===== src/rtl/prn_code_ctrl.sv =====
// GPS-style Gold code generator (G1/G2 LFSR pair) with chip counter
// and retard/advance code-phase slewing for tracking loops.
module prn_code_ctrl #(
    parameter int CODE_LEN = 1023,
    parameter int SLEW_W   = 10
) (
    input  logic              clock,
    input  logic              sclr,
    input  logic              start,
    input  logic [9:0]        g2_init,
    input  logic              chip_tick,
    input  logic              slew_req,
    input  logic              slew_dir,
    input  logic [SLEW_W-1:0] slew_chips,
    output logic              code_out,
    output logic [9:0]        chip_cnt,
    output logic              epoch,
    output logic              running,
    output logic              busy,
    output logic              slew_done
);

    typedef enum logic [1:0] {IDLE, RUN, HOLD, ADV} state_t;

    localparam logic [9:0] LAST = 10'(CODE_LEN - 1);

    state_t            state_q, state_d;
    logic [9:0]        g1_q, g1_d;
    logic [9:0]        g2_q, g2_d;
    logic [9:0]        g2i_q, g2i_d;
    logic [9:0]        cnt_q, cnt_d;
    logic [SLEW_W-1:0] rem_q, rem_d;
    logic              epoch_q, epoch_d;
    logic              done_q, done_d;

    logic              adv;
    logic [9:0]        g1_sh, g2_sh;

    assign g1_sh = {g1_q[8:0], g1_q[2] ^ g1_q[9]};
    assign g2_sh = {g2_q[8:0], g2_q[1] ^ g2_q[2] ^ g2_q[5]
                              ^ g2_q[7] ^ g2_q[8] ^ g2_q[9]};

    always_comb begin
        state_d = state_q;
        g1_d    = g1_q;
        g2_d    = g2_q;
        g2i_d   = g2i_q;
        cnt_d   = cnt_q;
        rem_d   = rem_q;
        epoch_d = 1'b0;
        done_d  = 1'b0;
        adv     = 1'b0;
        if (start) begin
            state_d = RUN;
            g1_d    = 10'h3FF;
            g2_d    = g2_init;
            g2i_d   = g2_init;
            cnt_d   = '0;
            rem_d   = '0;
        end else begin
            unique case (state_q)
                IDLE: ;
                RUN: begin
                    adv = chip_tick;
                    if (slew_req) begin
                        if (slew_chips == '0) begin
                            done_d = 1'b1;
                        end else begin
                            rem_d   = slew_chips;
                            state_d = slew_dir ? ADV : HOLD;
                        end
                    end
                end
                HOLD: begin
                    if (chip_tick) begin
                        rem_d = rem_q - 1'b1;
                        if (rem_q == SLEW_W'(1)) begin
                            state_d = RUN;
                            done_d  = 1'b1;
                        end
                    end
                end
                ADV: begin
                    // a tick during ADV is absorbed by not consuming remaining
                    adv = 1'b1;
                    if (!chip_tick) begin
                        rem_d = rem_q - 1'b1;
                        if (rem_q == SLEW_W'(1)) begin
                            state_d = RUN;
                            done_d  = 1'b1;
                        end
                    end
                end
                default: ;
            endcase
            if (adv) begin
                if (cnt_q == LAST) begin
                    cnt_d   = '0;
                    g1_d    = 10'h3FF;
                    g2_d    = g2i_q;
                    epoch_d = 1'b1;
                end else begin
                    cnt_d = cnt_q + 10'd1;
                    g1_d  = g1_sh;
                    g2_d  = g2_sh;
                end
            end
        end
    end

    always_ff @(posedge clock) begin
        if (sclr) begin
            state_q <= IDLE;
            g1_q    <= 10'h3FF;
            g2_q    <= 10'h3FF;
            g2i_q   <= 10'h3FF;
            cnt_q   <= '0;
            rem_q   <= '0;
            epoch_q <= 1'b0;
            done_q  <= 1'b0;
        end else begin
            state_q <= state_d;
            g1_q    <= g1_d;
            g2_q    <= g2_d;
            g2i_q   <= g2i_d;
            cnt_q   <= cnt_d;
            rem_q   <= rem_d;
            epoch_q <= epoch_d;
            done_q  <= done_d;
        end
    end

    assign code_out  = g1_q[9] ^ g2_q[9];
    assign chip_cnt  = cnt_q;
    assign epoch     = epoch_q;
    assign slew_done = done_q;
    assign running   = (state_q != IDLE);
    assign busy      = (state_q == HOLD) || (state_q == ADV);

endmodule


===== config.mk =====
export PLATFORM = sky130hd
export DESIGN_NAME = prn_code_ctrl
export DESIGN_NICKNAME = d
export VERILOG_FILES = /design/src/rtl/prn_code_ctrl.sv
export SDC_FILE = /design/constraint.sdc
export NUM_CORES = 1
export LEC_CHECK = 0
export ABC_AREA = 1
export CORE_UTILIZATION = 44
export CTS_CLUSTER_DIAMETER = 80
export CTS_CLUSTER_SIZE = 30
export DETAILED_ROUTE_END_ITERATION = 12
export GPL_ROUTABILITY_DRIVEN = 0
export PLACE_DENSITY = 0.67
export SYNTH_ARGS = -nofsm -noshare
export SYNTH_HDL_FRONTEND = slang
export SYNTH_SLANG_ARGS = --single-unit

===== constraint.sdc =====
create_clock -name clock -period 2.35 [get_ports clock]
set_input_delay 0.235 -clock clock [delete_from_list [all_inputs] [get_ports clock]]
set_output_delay 0.235 -clock clock [all_outputs]
set_load 0.02 [all_outputs]

### Yosys cells after proc, flatten, opt, wreduce, memory -nomap -nowiden

Cells that the tools add are included.

| word-level totals | value |
|---|---|
| bits in registers | 54 |
| latch bits | 0 |
| memory bits (writable) | 0 |
| bits in read-only memories | 0 |
| input bits | 26 |
| output and inout bits | 15 |
| memories kept | 0 |

| operators by class | value |
|---|---|
| add/subtract/negate cells | 2 |
| multipliers | 0 |
| div/mod/pow operators | 0 |
| $lt $le $gt $ge | 0 |
| equal/unequal tests | 13 |
| shifts and indexed selects | 0 |
| mux-type cells | 27 |
| bitwise operators | 8 |
| reductions and logical operators | 10 |

Operator list:

| cell | number |
|---|---|
| 10-bit 2-to-1 mux | 9 |
| 10-bit one-hot mux with 3 select lines | 1 |
| 3-bit inequality test (second input constant) | 4 |
| 10-bit by 1-bit adder with 10-bit output (second input constant) | 1 |
| 10-bit by 1-bit == test with 1-bit output (second input constant) | 1 |
| 10-bit == test (second input constant) | 1 |
| 10-bit logical NOT | 1 |
| 2-bit 2-to-1 mux | 5 |
| 5-bit AND reduction | 2 |
| 10-bit by 1-bit subtractor with 10-bit output (second input constant) | 1 |
| 1-bit 2-to-1 mux | 9 |
| 2-bit inequality test (second input constant) | 4 |
| 1-bit bitwise XOR | 7 |
| 2-bit one-hot mux with 3 select lines | 1 |
| 2-bit == test (second input constant) | 2 |
| 2-bit nonzero test | 2 |
| 4-bit nonzero test | 1 |
| 1-bit one-hot mux with 3 select lines | 1 |
| 3-bit nonzero test | 1 |
| 3-bit OR reduction | 1 |
| 2-bit by 1-bit == test with 1-bit output (second input constant) | 1 |
| 1-bit one-hot mux with 2 select lines | 1 |
| 2-bit OR reduction | 1 |
| 1-bit logical OR | 1 |
| 1-bit inverter | 1 |

### Longest topological paths before layout

Gate-level depths: netlist (run 1).

| depth | value |
|---|---|
| word-level depth | 8 |
| mapped depth | 10 |
| mapped depth without buffers | 9 |

### Worst setup path after synthesis (run 1)

No wires, ideal clock.

| timing | value |
|---|---|
| path kind | register to register |
| from | register cnt_q[1], in the netlist chip_cnt[1] |
| to | register g2_q[9] |
| data arrival time | 1377 ps |
| data required time | 2219 ps |
| slack | 842 ps |
| cell stages (with the launch flop) | 8 |
| buffers on the path | 1 |
| clock period less this slack | 1508 ps |
| cell sequence | dfxtp_1 ha_1 nand2_1 nor3_1 nand2_1 buf_2 o21ai_0 o211ai_1 |

| between the ends | value |
|---|---|
| longest elaborated chain between the ends | 4 |

Ends and longest elaborated chain:

| item | line | text |
|---|---|---|
| start: declaration | 31 | `logic [9:0] cnt_q, cnt_d;` |
| start signal: assignment | 126 | `cnt_q <= cnt_d;` |
| 10-bit == test | 97 | `if (cnt_q == LAST) begin` |
| 10-bit 2-to-1 mux | 97 |  |
| 10-bit 2-to-1 mux | 96 | `if (adv) begin` |
| 10-bit 2-to-1 mux | 53 | `if (start) begin` |
| end signal: assignment | 124 | `g2_q <= g2_d;` |
| end: declaration | 29 | `logic [9:0] g2_q, g2_d;` |

No other way between the ends. The select of a mux whose other input is x is not followed.
A chain may end at the register's enable or synchronous reset.

### Worst setup path in the final report (run 1)

| timing | value |
|---|---|
| from | register state_q[1] |
| to | output running |

| between the ends | value |
|---|---|
| longest elaborated chain between the ends | 1 |

Ends and longest elaborated chain:

| item | line | text |
|---|---|---|
| start: declaration | 27 | `state_t state_q, state_d;` |
| start signal: assignment | 122 | `state_q <= state_d;` |
| 2-bit nonzero test | 137 | `assign running = (state_q != IDLE);` |
| end: declaration | 18 | `output logic running,` |

No other way between the ends.

==> run metrics, run 1 <==
crit-path cells inv_2, nand2_1, clkdlybuf4s50_1; Tmin final 2.11 ns; layout cell share with drive strength beyond 1 7.73%; most frequent cells in the layout nand2_1, dfxtp_1, clkdlybuf4s50_1; largest net degree at the start of global routing 22; Yosys cell types 31; residual DRC count 0; Clock Skew 0.00895 ns; Clock transition at path regs 0.09 ns; Worst path slowest cell dfxtp_1; syn nets 393; non-filler cells, final 473; maximum vdd drop 0.313 mV; hpwl dp 4240 um; CORE AREA 5640 um2; Worst Tran Pin Value 0.586 ns; initial core utilization 46.7%; DRT Pass-1 Iters 4; Final #Nets 430; first-pass GRT wire length 9850 um; Slew headroom 60.8%; WL/cell 12.2 um; io pins 41; vias in the first global route 2200; Die X-Extent 79.4 um; area fraction in compound gates after synthesis 17.4%; multi-input logic area 1330 um2; H-tree levels 2; cells after synthesis 363; sequential area share after synthesis 41.0%; Final Hold Vio Count 0; antenna violations before repair 0; DRT iter0 DRCs 113; Yosys warnings 0; max incr delay on CP 0.62 ns; Worst setup SP type flop; post-CTS sizing 0; RSZ-0062 raised after global routing false; CTS tree done; PnR worst setup slack 0.237 ns; placed cell count 465; largest family of logic cells by synthesized area simple AND/OR/NAND/NOR gates; leakage 1.35 nW; Critical Path End Type primary output; CTS Sinks 54; gr usage total 19.8%; post-route ant nets 0; n_diodes 0; Reg area 1080 um2; grt total ovfl 0; post-synthesis simple-gate area fraction 26.3%; final setup fails 0; Skew-Pair Late Insertion Delay 0.31 ns; commonest non-fill, non-tap cell in the layout nand2_1; syn_area_per_cell 7.26 um2; status finished clean; XOR/XNOR Fraction of Synth Area 4.66%; Post-Syn Area 2630 um2; WP data arrival 1.88 ns; post-route setup TNS 0 ns; total CTS buffers 5; crit-path max FO 14; Longest Clk Path Bufs 2; max cap viols 0; family with the most delay on the worst path buffers and inverters; Worst EP required 2.12 ns; CTS Hold Buffers Added 0; vias per std cell 4.98; IO buf count 40; Crit path buffers/inverters 2; DR vias 2354; Fillers 543; adder-cell share of the synthesized area 1.90%; count of pins over their slew limit 0; post-CTS setup repair buffer count 0; r2r setup slk 0.47 ns; PD cells 581 nW/um2; total length of routed wires 5760 um; Die Y 79.4 um; DIE AREA 6300 um2; mux contribution to synthesized area 0%; clk root buf clkbuf_8; Setup CP Type flop to primary output; Post-Place Setup Slack 0.406 ns; Synth Register Bits 54; Highest Clock Rate 473 MHz; # rows 27; Tcrit/Tclk final 89.9%; area delta synth->final 20.3%; Min-Delay Path Class flop to flop
## logic make-up (layout without fill, tap and decap cells)
group           Yosys count  in the layout
simple gates            156            156
compound gates           82             82
flops                    54             54
buf+inv                  53             91
xor+xnor                 14             14
fa+ha+maj                 4              4
## worst reg2reg max path, stage by stage, from the launching register on
cell and delay, ns:
dfxtp_1 0.46, inv_2 0.26, nand2_1 0.09, nor2_2 0.14, nand3_2 0.12, nand2_2 0.26
inv_1 0.21, o21ai_0 0.18, a21oi_1 0.05
## layout make-up
| cell class | instances | share of cell area [%] |
|---|---|---|
| clock inverters | 2 | 0.513 |
| well taps | 72 | 2.84 |
| inverters | 40 | 4.74 |
| repair buffers | 43 | 13.3 |
| multi-input cells | 256 | 41.8 |
| clock buffers | 6 | 2.61 |
| flip-flops and latches | 54 | 34.1 |
## report_power, final
group | switching (mW) | internal, mW | leakage (nW)
registers | 0.0304 | 0.956 | 0.443
clock network | 0.316 | 0.243 | 0.0478
logic | 0.165 | 0.130 | 0.856
total | 0.512 | 1.33 | 1.35
## stage by stage
stage / util, % / hold WS (ns) / instance area (um2) / power (mW)
6_report: 56.2 / 0.464 / 3170 / 1.84
5_1_grt: 56.2 / 0.476 / 3170 / 1.95
4_1_cts: 56.2 / 0.464 / 3170 / 1.85
3_5_place_dp: 54.4 / 0.443 / 3070 / 1.30
3_3_place_gp: 54.4 / 0.449 / 3070 / 1.30
2_1_floorplan: - / 0.343 / 2630 / 1.20
## registers in the layout, indices dropped and copies added, names as in the netlist
name and flops:
epoch 1, rem_q 10, g1_q 10, state_q 2
g2_q 10, chip_cnt 10, slew_done 1, g2i_q 10
## layer usage
metal	GRT usage, %	wire (um)	part of all wire [%]
met1	26.0	2850	49
met2	32.8	2660	46
met3	3.77	216	3.7
met4	6.00	41	0.71
met5	0	0	0
## final timing paths
check | from | endpoint | cells after the start
setup / recovery | state_q[1] | running | 3
hold reg to reg | g2i_q[9] | g2i_q[9] | 2
setup reg to reg | state_q[1] | state_q[1] | 8
hold / removal | g2i_q[9] | g2i_q[9] | 2
## cells in the mapped netlist
master	n	area, um2
nand2_2	5	31.3
inv_2	4	15.0
nor2_4	3	33.8
nand2_4	1	11.3
buf_4	1	7.51
dfxtp_1	54	1080
nor3_1	2	10.0
nand4_1	2	12.5
buf_6	3	33.8
o31ai_1	1	7.51
nand2_1	75	282
o21ai_0	24	120
a211oi_1	1	7.51
a211oi_2	1	12.5
nand3b_1	1	7.51
a21oi_1	36	180
nor2_1	36	135
inv_1	36	135
ha_1	4	50.1
buf_2	2	10.0
o21ai_1	5	25.0
xor2_1	6	52.6
a21boi_0	9	67.6
nand3_2	2	20.0
clkbuf_1	7	26.3
and2_0	1	6.26
a21oi_2	1	8.76
nand3_1	25	125
xnor2_1	8	70.1
nor2_2	3	18.8
o211ai_1	4	30.0
(Power assumes the default switching activity.)
==> inputs of run 2 (changes only) <==
- SETUP_SLACK_MARGIN: not set -> 0.1
- clock period: 2.35 -> 2.7 ns (I/O delays scaled with it)
==> run metrics, run 2 (same netlist as run 1, synthesis figures left out) <==
reg-to-reg endpoint g2_q[0]; routed length on met2 2610 um; hpwl dp 4090 um; total length of routed wires 5710 um; Critical R2R Launch chip_cnt[1]; Skew-Pair Late Insertion Delay 0.30 ns; post-route setup TNS 0 ns; leakage 1.35 nW; first-pass GRT wire length 9800 um; Worst Tran Pin Value 0.662 ns; CTS tree done; DRT iter0 DRCs 79; maximum vdd drop 0.281 mV; Worst EP required 2.43 ns; initial core utilization 46.7%; crit-path cells inv_2, nand2_1, clkdlybuf4s50_1; overall power 1.58 mW; FF-to-FF path depth 8; max cap viols 0; residual DRC count 0; post-route core utilization 56.0%; PD cells 499 nW/um2; Reg area 1080 um2; final instance area 3160 um2; io pins 41; layout cell share with drive strength beyond 1 7.48%; Worst path slowest cell clkdlybuf4s50_1; gr usage total 19.6%; DRT met1 WL 2790 um; DIE AREA 6300 um2; worst hold path startpoint g2i_q[9]; total CTS buffers 5; IO buf count 40; crit-path max FO 14; max incr delay on CP 0.61 ns; Clock Skew 0.00689 ns; Fillers 552; DRT Pass-1 Iters 4; commonest non-fill, non-tap cell in the layout nand2_1; multi-input logic area 1330 um2; Critical Path End Type primary output; Min-Delay Path Class flop to flop; post-CTS setup repair buffer count 0; Die X-Extent 79.4 um; vias in the first global route 2184; Tmin final 1.92 ns; DR top layer met4; Tcrit/Tclk final 71.3%; Clock transition at path regs 0.09 ns; Final Hold Vio Count 0; hold path cells 2; family with the most delay on the worst path buffers and inverters; final setup fails 0; Slew headroom 55.7%; Setup CP Type flop to primary output; area delta synth->final 20.0%; Final #Nets 430; Die Y 79.4 um; Highest Clock Rate 520 MHz; WP data arrival 1.65 ns; RSZ-0062 raised after global routing false; vias per std cell 4.99; post-CTS sizing 0; CTS Sinks 54; CTS Hold Buffers Added 0; largest net degree at the start of global routing 21; clk root buf clkbuf_8; n_diodes 0; Hold Slack 0.460 ns; WHS Endpoint g2i_q[9]; DR vias 2360; # rows 27; grt total ovfl 0; antenna violations before repair 0; WL/cell 12.1 um; Longest Clk Path Bufs 2; Post-DP Area 3070 um2; Worst setup SP type flop; post-route ant nets 0; H-tree levels 2; CORE AREA 5640 um2; most frequent cells in the layout nand2_1, dfxtp_1, clkdlybuf4s50_1; status finished clean; Crit path buffers/inverters 2; routed wl met3 217 um; r2r setup slk 0.78 ns; count of pins over their slew limit 0
## run 2: cell count changes in the layout (fill, tap and decap cells not counted), sizes merged
cell | previous run | this run
clkinvlp | 1 | 0
inv | 41 | 40
clkbuf | 6 | 7
clkinv | 0 | 1
## run 2: final cells by class
| type | count | area share, % |
|---|---|---|
| Sequential cell | 54 | 34.2 |
| Multi-Input combinational cell | 256 | 41.9 |
| Tap cell | 72 | 2.85 |
| Timing Repair Buffer | 43 | 13.4 |
| Clock inverter | 1 | 0.158 |
| Inverter | 40 | 4.75 |
| Clock buffer | 7 | 2.73 |
## run 2: layer usage
layer | vias to the layer above | track usage [%]
li1 | 1242 | -
met1 | 1063 | 26.7
met2 | 46 | 31.7
met3 | 9 | 3.20
met4 | 0 | 6.36
met5 | - | 0
## run 2: worst max-delay path by stage
| stage | from | endpoint | slack (ns) | depth (start not counted) |
|---|---|---|---|---|
| after floorplan | chip_cnt[1] | g2_q[9] | 1.19 | 7 |
| after global placement | sclr | chip_cnt[8] | 0.74 | 7 |
| after detailed placement | sclr | chip_cnt[8] | 0.75 | 7 |
| after CTS | state_q[1] | running | 0.77 | 3 |
| after global routing | chip_cnt[0] | g2_q[9] | 0.63 | 7 |
| final | state_q[1] | running | 0.78 | 3 |
## run 2: stage by stage
stage          cells  setup slack, ns
3_3_place_gp     465            0.737
4_1_cts          473            0.772
6_report         473            0.776
3_5_place_dp     465            0.747
2_1_floorplan    363             1.19
5_1_grt          473            0.628
## run 2: worst min-delay path, stage by stage (launching register included)
cell and delay (ns):
dfxtp_1 0.32, nand2_1 0.06, nand2_1 0.04
## run 2: power by group
| group | switching, mW | internal [mW] | total [mW] |
|---|---|---|---|
| sequential | 0.0250 | 0.832 | 0.857 |
| clock | 0.256 | 0.208 | 0.464 |
| combinational | 0.145 | 0.113 | 0.257 |
| total | 0.426 | 1.15 | 1.58 |
==> variant 1 (flow settings as in run 1) <==
Set the parameter `SLEW_W` to 20 (it was 10).
--- a/src/rtl/prn_code_ctrl.sv
+++ b/src/rtl/prn_code_ctrl.sv
@@ -2,7 +2,7 @@
 // and retard/advance code-phase slewing for tracking loops.
 module prn_code_ctrl #(
     parameter int CODE_LEN = 1023,
-    parameter int SLEW_W   = 10
+    parameter int SLEW_W   = 20
 ) (
     input  logic              clock,
     input  logic              sclr,
Ports: changed (resized slew_chips); port bits go from 41 to 51. No check against the original RTL was run, so the function may have changed too.
==> variant 1 against run 1 <==
- setup slack improved by 0.12 ns
- final area rose by 31%
- maximum frequency rose by 6.2%
- clock skew shrank 0.0026 ns
- worst hold slack lost 0.0070 ns
- sequential share of layout area down 3.3 points
- routed wire length up 42%
- power increased by 40%
- sequential cell count is 10 higher
- synthesized area grew 29%
- critical path depth shrank 1
- synthesized cell count up 39%
==> variant 1: results (changes against run 1) <==
| Metric | Value |
|---|---|
| Total CTS buffers | 9 (+4) |
| Leading post-synthesis cells by instance count | sky130_fd_sc_hd__nand2_1 (99), sky130_fd_sc_hd__nor2_1 (85), sky130_fd_sc_hd__dfxtp_1 (64) |
| Total leakage power | 1.784 nW (+32%) |
| Post_cts resized | 0 (unchanged) |
| Setup Skew | 0.006357 ns (-0.002588 ns) |
| Detail-routed via count per cell | 4.976 (about the same) |
| Library cells used by synthesis | 37 (+19%) |
| Total wire length | 8.193 mm (+42%) |
| First-pass GRT wire length | 13.91 mm (+41%) |
| Number of flip-flops in the largest register | 20 |
| Peak supply drop | 495.9 uV (+58%) |
| DR pass1 iterations | 5 (+1) |
| Post-layout nets | 592 (+38%) |
| Largest driver fanout on the critical path | 28 (+14) |
| Cell with the most instances after synthesis | sky130_fd_sc_hd__nand2_1 |
| Largest net degree at the start of global routing | 34 (+55%) |
| GRT Resource Usage Total | 21.30% (+1.5 points) |
| Count of buffers added by post-CTS timing repair for setup | 0 (unchanged) |
| Status | complete, no violations |
| CP peak stage delay | 0.66 ns (+0.04 ns) |
| Cell family with the largest share of critical-path delay | buffers and inverters |
| Antenna violations before repair | 0 (unchanged) |
| Async SR Flop Fraction | 0% (unchanged) |
| Estimated wirelength of the detail-placed design | 5.949 mm (+40%) |
| Worst hold-check path type | reg -> reg |
| Most flops, register | rem_q |
| Placed Instances | 640 (+38%) |
| Crit path arrival time | 1.75 ns (-0.13 ns) |
| Sequential fraction of the synthesis area | 37.74% (-3.3 points) |
| Number of cells in the finished layout apart from fillers | 656 (+39%) |
| Antenna diode instance count | 0 (unchanged) |
| Detailed Route Iter0 Violations | 216 (+91%) |
| Worst-Skew Late Latency | 0.34 ns (+0.03 ns) |
| Dominant synthesized flop cell | sky130_fd_sc_hd__dfxtp_1 |
| Worst slack at placement | 0.2857 ns (-0.1198 ns) |
| Worst slew margin relative to its limit | 57.46% (-3.4 points) |
| Proportion of layout cells with a drive suffix above 1 | 7.361% (-0.37 points) |
| Syn. warnings | 0 (unchanged) |
| Vias in the first global route | 3,075 (+40%) |
| CTS H-tree lvls | 3 (+1) |
| Syn_area_per_cell | 6.735 sq um (-7.2%) |
| Cell with the biggest individual delay on the critical path | sky130_fd_sc_hd__clkdlybuf4s50_1 |
| I/O Buffers | 50 (+25%) |
| Ranking of synthesized cells by area | sky130_fd_sc_hd__dfxtp_1 (38%), sky130_fd_sc_hd__nand2_1 (11%), sky130_fd_sc_hd__nor2_1 (9.4%) |
| Post-Syn Nets | 544 (+38%) |
| CTS clk-pin slew, worst paths | 0.07 ns (-0.02 ns) |
| Switching part of the total power | 28.44% (+0.66 points) |
## variant 1: cell count changes in the layout (fill, tap and decap cells not counted), moves of 5 or more
cell / before / now
sky130_fd_sc_hd__nand4_1: 2 / 7
sky130_fd_sc_hd__nand2_1: 75 / 99
sky130_fd_sc_hd__clkdlybuf4s50_1: 40 / 50
sky130_fd_sc_hd__inv_1: 36 / 47
sky130_fd_sc_hd__o21ai_0: 24 / 36
sky130_fd_sc_hd__nor2_1: 36 / 85
sky130_fd_sc_hd__nand3_1: 25 / 40
sky130_fd_sc_hd__dfxtp_1: 54 / 64
## variant 1: cells by family after synthesis
kind of cell	share of synthesized area, %
fa+ha+maj	1.474
compound gates	17.21
xor+xnor	2.838
flops	37.74
simple gates	31.85
buf+inv	8.883
## variant 1: area by class of cell
class,instances,area (sq um)
Timing Repair Buffer,56,545.5
Fill cell,721,3211
Tap cell,99,123.9
Clock inverter,5,56.30
Clock buffer,11,141.4
Multi-Input combinational cell,368,1812
Inverter,53,198.9
Sequential cell,64,1281
## variant 1: tightest hold or removal path, delay by kind of cell, from the launching register on
kind,cells,cell delay [ns]
and+or+nand+nor,2,0.11
DFF,1,0.31
## variant 1: worst paths after layout
path                    start  endpoint  cells past startpoint  slack [ns]
setup reg to reg  chip_cnt[4]   g2_q[3]                      6        0.53
hold / removal       g2i_q[0]  g2i_q[0]                      2        0.46
hold reg to reg      g2i_q[0]  g2i_q[0]                      2        0.46
setup / recovery   state_q[1]      busy                      2        0.36
## variant 1: per-stage QoR
| stage | power (mW) | instance area (sq um) | utilization (%) |
|---|---|---|---|
| after global routing | 2.708 | 4159 | 56.43 |
| final | 2.573 | 4159 | 56.43 |
| after CTS | 2.593 | 4159 | 56.43 |
| after detailed placement | 1.654 | 3961 | 53.75 |
| after global placement | 1.647 | 3961 | 53.75 |
| after floorplan | 1.505 | 3395 | - |
## variant 1: power groups by stage
stage          sequential (mW)  combinational [mW]  clock (mW)
2_1_floorplan             1.18               0.324           0
3_3_place_gp              1.19               0.460           0
4_1_cts                   1.16               0.469       0.961
6_report                  1.16               0.470       0.939
3_5_place_dp              1.19               0.466           0
5_1_grt                   1.17               0.533        1.01
## variant 1: routing by layer
layer	GRT usage [%]	vias up	part of all wire, %
li1	-	1731	-
met1	27.62	1446	47
met2	34.29	78	46
met3	5.668	9	5.3
met4	6.967	0	1.5
met5	0	-	0
==> variant 2 (config.mk and constraints of run 1) <==
Made on the original files. Register the input `start` before use, without a reset. The logic sees it one clock later. The other inputs are not delayed to match.
--- a/src/rtl/prn_code_ctrl.sv
+++ b/src/rtl/prn_code_ctrl.sv
@@ -23,6 +23,12 @@
     typedef enum logic [1:0] {IDLE, RUN, HOLD, ADV} state_t;
 
     localparam logic [9:0] LAST = 10'(CODE_LEN - 1);
+
+    logic start_q;
+
+    always_ff @(posedge clock) begin
+        start_q <= start;
+    end
 
     state_t            state_q, state_d;
     logic [9:0]        g1_q, g1_d;
@@ -50,7 +56,7 @@
         epoch_d = 1'b0;
         done_d  = 1'b0;
         adv     = 1'b0;
-        if (start) begin
+        if (start_q) begin
             state_d = RUN;
             g1_d    = 10'h3FF;
             g2_d    = g2_init;
Formal check against the unedited RTL: not equivalent (Yosys sat finds a counterexample within 4 cycles, from zero or initial values).
==> variant 2 against run 1 <==
- sequential cell count rose by 1
- final area rose by 4.3%
- routed wire length grew 1.9%
- combinational power increased by 6.8%
- setup slack better by 0.15 ns
- power up 11%
- clock skew increased by 0.0026 ns
- global-route usage fell by 1.4 points
- largest power group unchanged
- sequential share of layout area shrank 0.79 points
- synthesized area up 4.1%
==> variant 2: results (changes against run 1) <==
| Metric | Value |
|---|---|
| Status | complete, no violations |
| Total leakage power | 1.408 nW (+4.5%) |
| Area share of xor/xnor cells in the synthesized design | 2.875% (-1.8 points) |
| Post-Syn Nets | 410 (+4.3%) |
| Post-Synth Adder-Cell Area | 1.826% (-0.075 points) |
| Estimated wirelength of the detail-placed design | 4.209 mm (-0.85%) |
| Via count | 2,491 (+5.8%) |
| Detailed Route Iter0 Violations | 142 (+26%) |
| GR Layer Usage met3 | 3.034% (-0.74 points) |
| Amount of wire on met2 after detailed routing | 2.652 mm (-0.15%) |
| Global-route track usage on met2 | 31.68% (-1.2 points) |
| Peak supply drop | 345.3 uV (+10%) |
| Vias in the first global route | 2,254 (+2.5%) |
| Min-delay src | start |
| Leading post-synthesis cells by instance count | sky130_fd_sc_hd__nand2_1 (77), sky130_fd_sc_hd__dfxtp_1 (55), sky130_fd_sc_hd__nor2_1 (40) |
| Cell with the biggest individual delay on the critical path | sky130_fd_sc_hd__clkdlybuf4s50_1 |
| Final-layout fill cell count | 598 (+10%) |
| Placed Instances | 485 (+4.3%) |
| Sequential fraction of the synthesis area | 40.16% (-0.88 points) |
| Worst reg2reg path startpoint | chip_cnt[1] |
| GRT Resource Usage Total | 18.42% (-1.4 points) |
| Ranking of synthesized cells by area | sky130_fd_sc_hd__dfxtp_1 (40%), sky130_fd_sc_hd__nand2_1 (11%), sky130_fd_sc_hd__a21oi_1 (6.6%) |
| Post-layout nets | 447 (+4.0%) |
| GR Layer Usage met1 | 23.51% (-2.5 points) |
| Wire length on met3 | 187 um (-13%) |
[variant 2: changes by cell type after synthesis, sizes merged, moves of 2 or more]
cell    delta
o21ai      +6
nand2      +4
nand3      +4
buf        +3
nor2       +3
xnor2      -3
clkbuf     -2
nand4      -2
or2        +2
xor2       -2
[variant 2: where the power goes]
group	internal (mW)	total [mW]	switching [mW]
registers	0.976	1.01	0.0336
clock network	0.426	0.723	0.297
logic	0.137	0.315	0.178
total	1.54	2.05	0.509
[variant 2: area by class of cell]
cell class | count | area (sq um) | share of cell area [%]
multi-input combinational | 270 | 1386 | 41.97
sequential | 55 | 1101 | 33.33
timing repair buffer | 44 | 430.4 | 13.03
inverter | 41 | 158.9 | 4.811
tap | 75 | 93.84 | 2.841
clock buffer | 6 | 72.57 | 2.197
clock inverter | 2 | 60.06 | 1.818
[variant 2: stage by stage]
step	area [sq um]	hold WS, ns	worst slack (ns)	util [%]
after global routing	3303	0.3554	0.3168	55.46
after detailed placement	3171	0.4486	0.5822	53.24
after global placement	3171	0.4414	0.6285	53.24
final	3303	0.3680	0.3912	55.46
after CTS	3303	0.3611	0.3853	55.46
after floorplan	2741	0.2627	0.8788	-
[variant 2: final timing paths]
check	to	slack, ns	cells past startpoint
setup reg to reg	g2_q[0]	0.72	8
setup / recovery	busy	0.39	2
hold / removal	start_q	0.37	1
hold reg to reg	g2i_q[0]	0.46	2
[variant 2: worst register-to-register path, delay by kind of cell, from the launching register on]
kind                     cells  cell delay [ns]
buffers and inverters        1             0.05
flip-flops                   1             0.45
AO/OA/AOI/OAI                1             0.21
adder cells (fa/ha/maj)      1             0.20
AND/OR/NAND/NOR              5             0.61
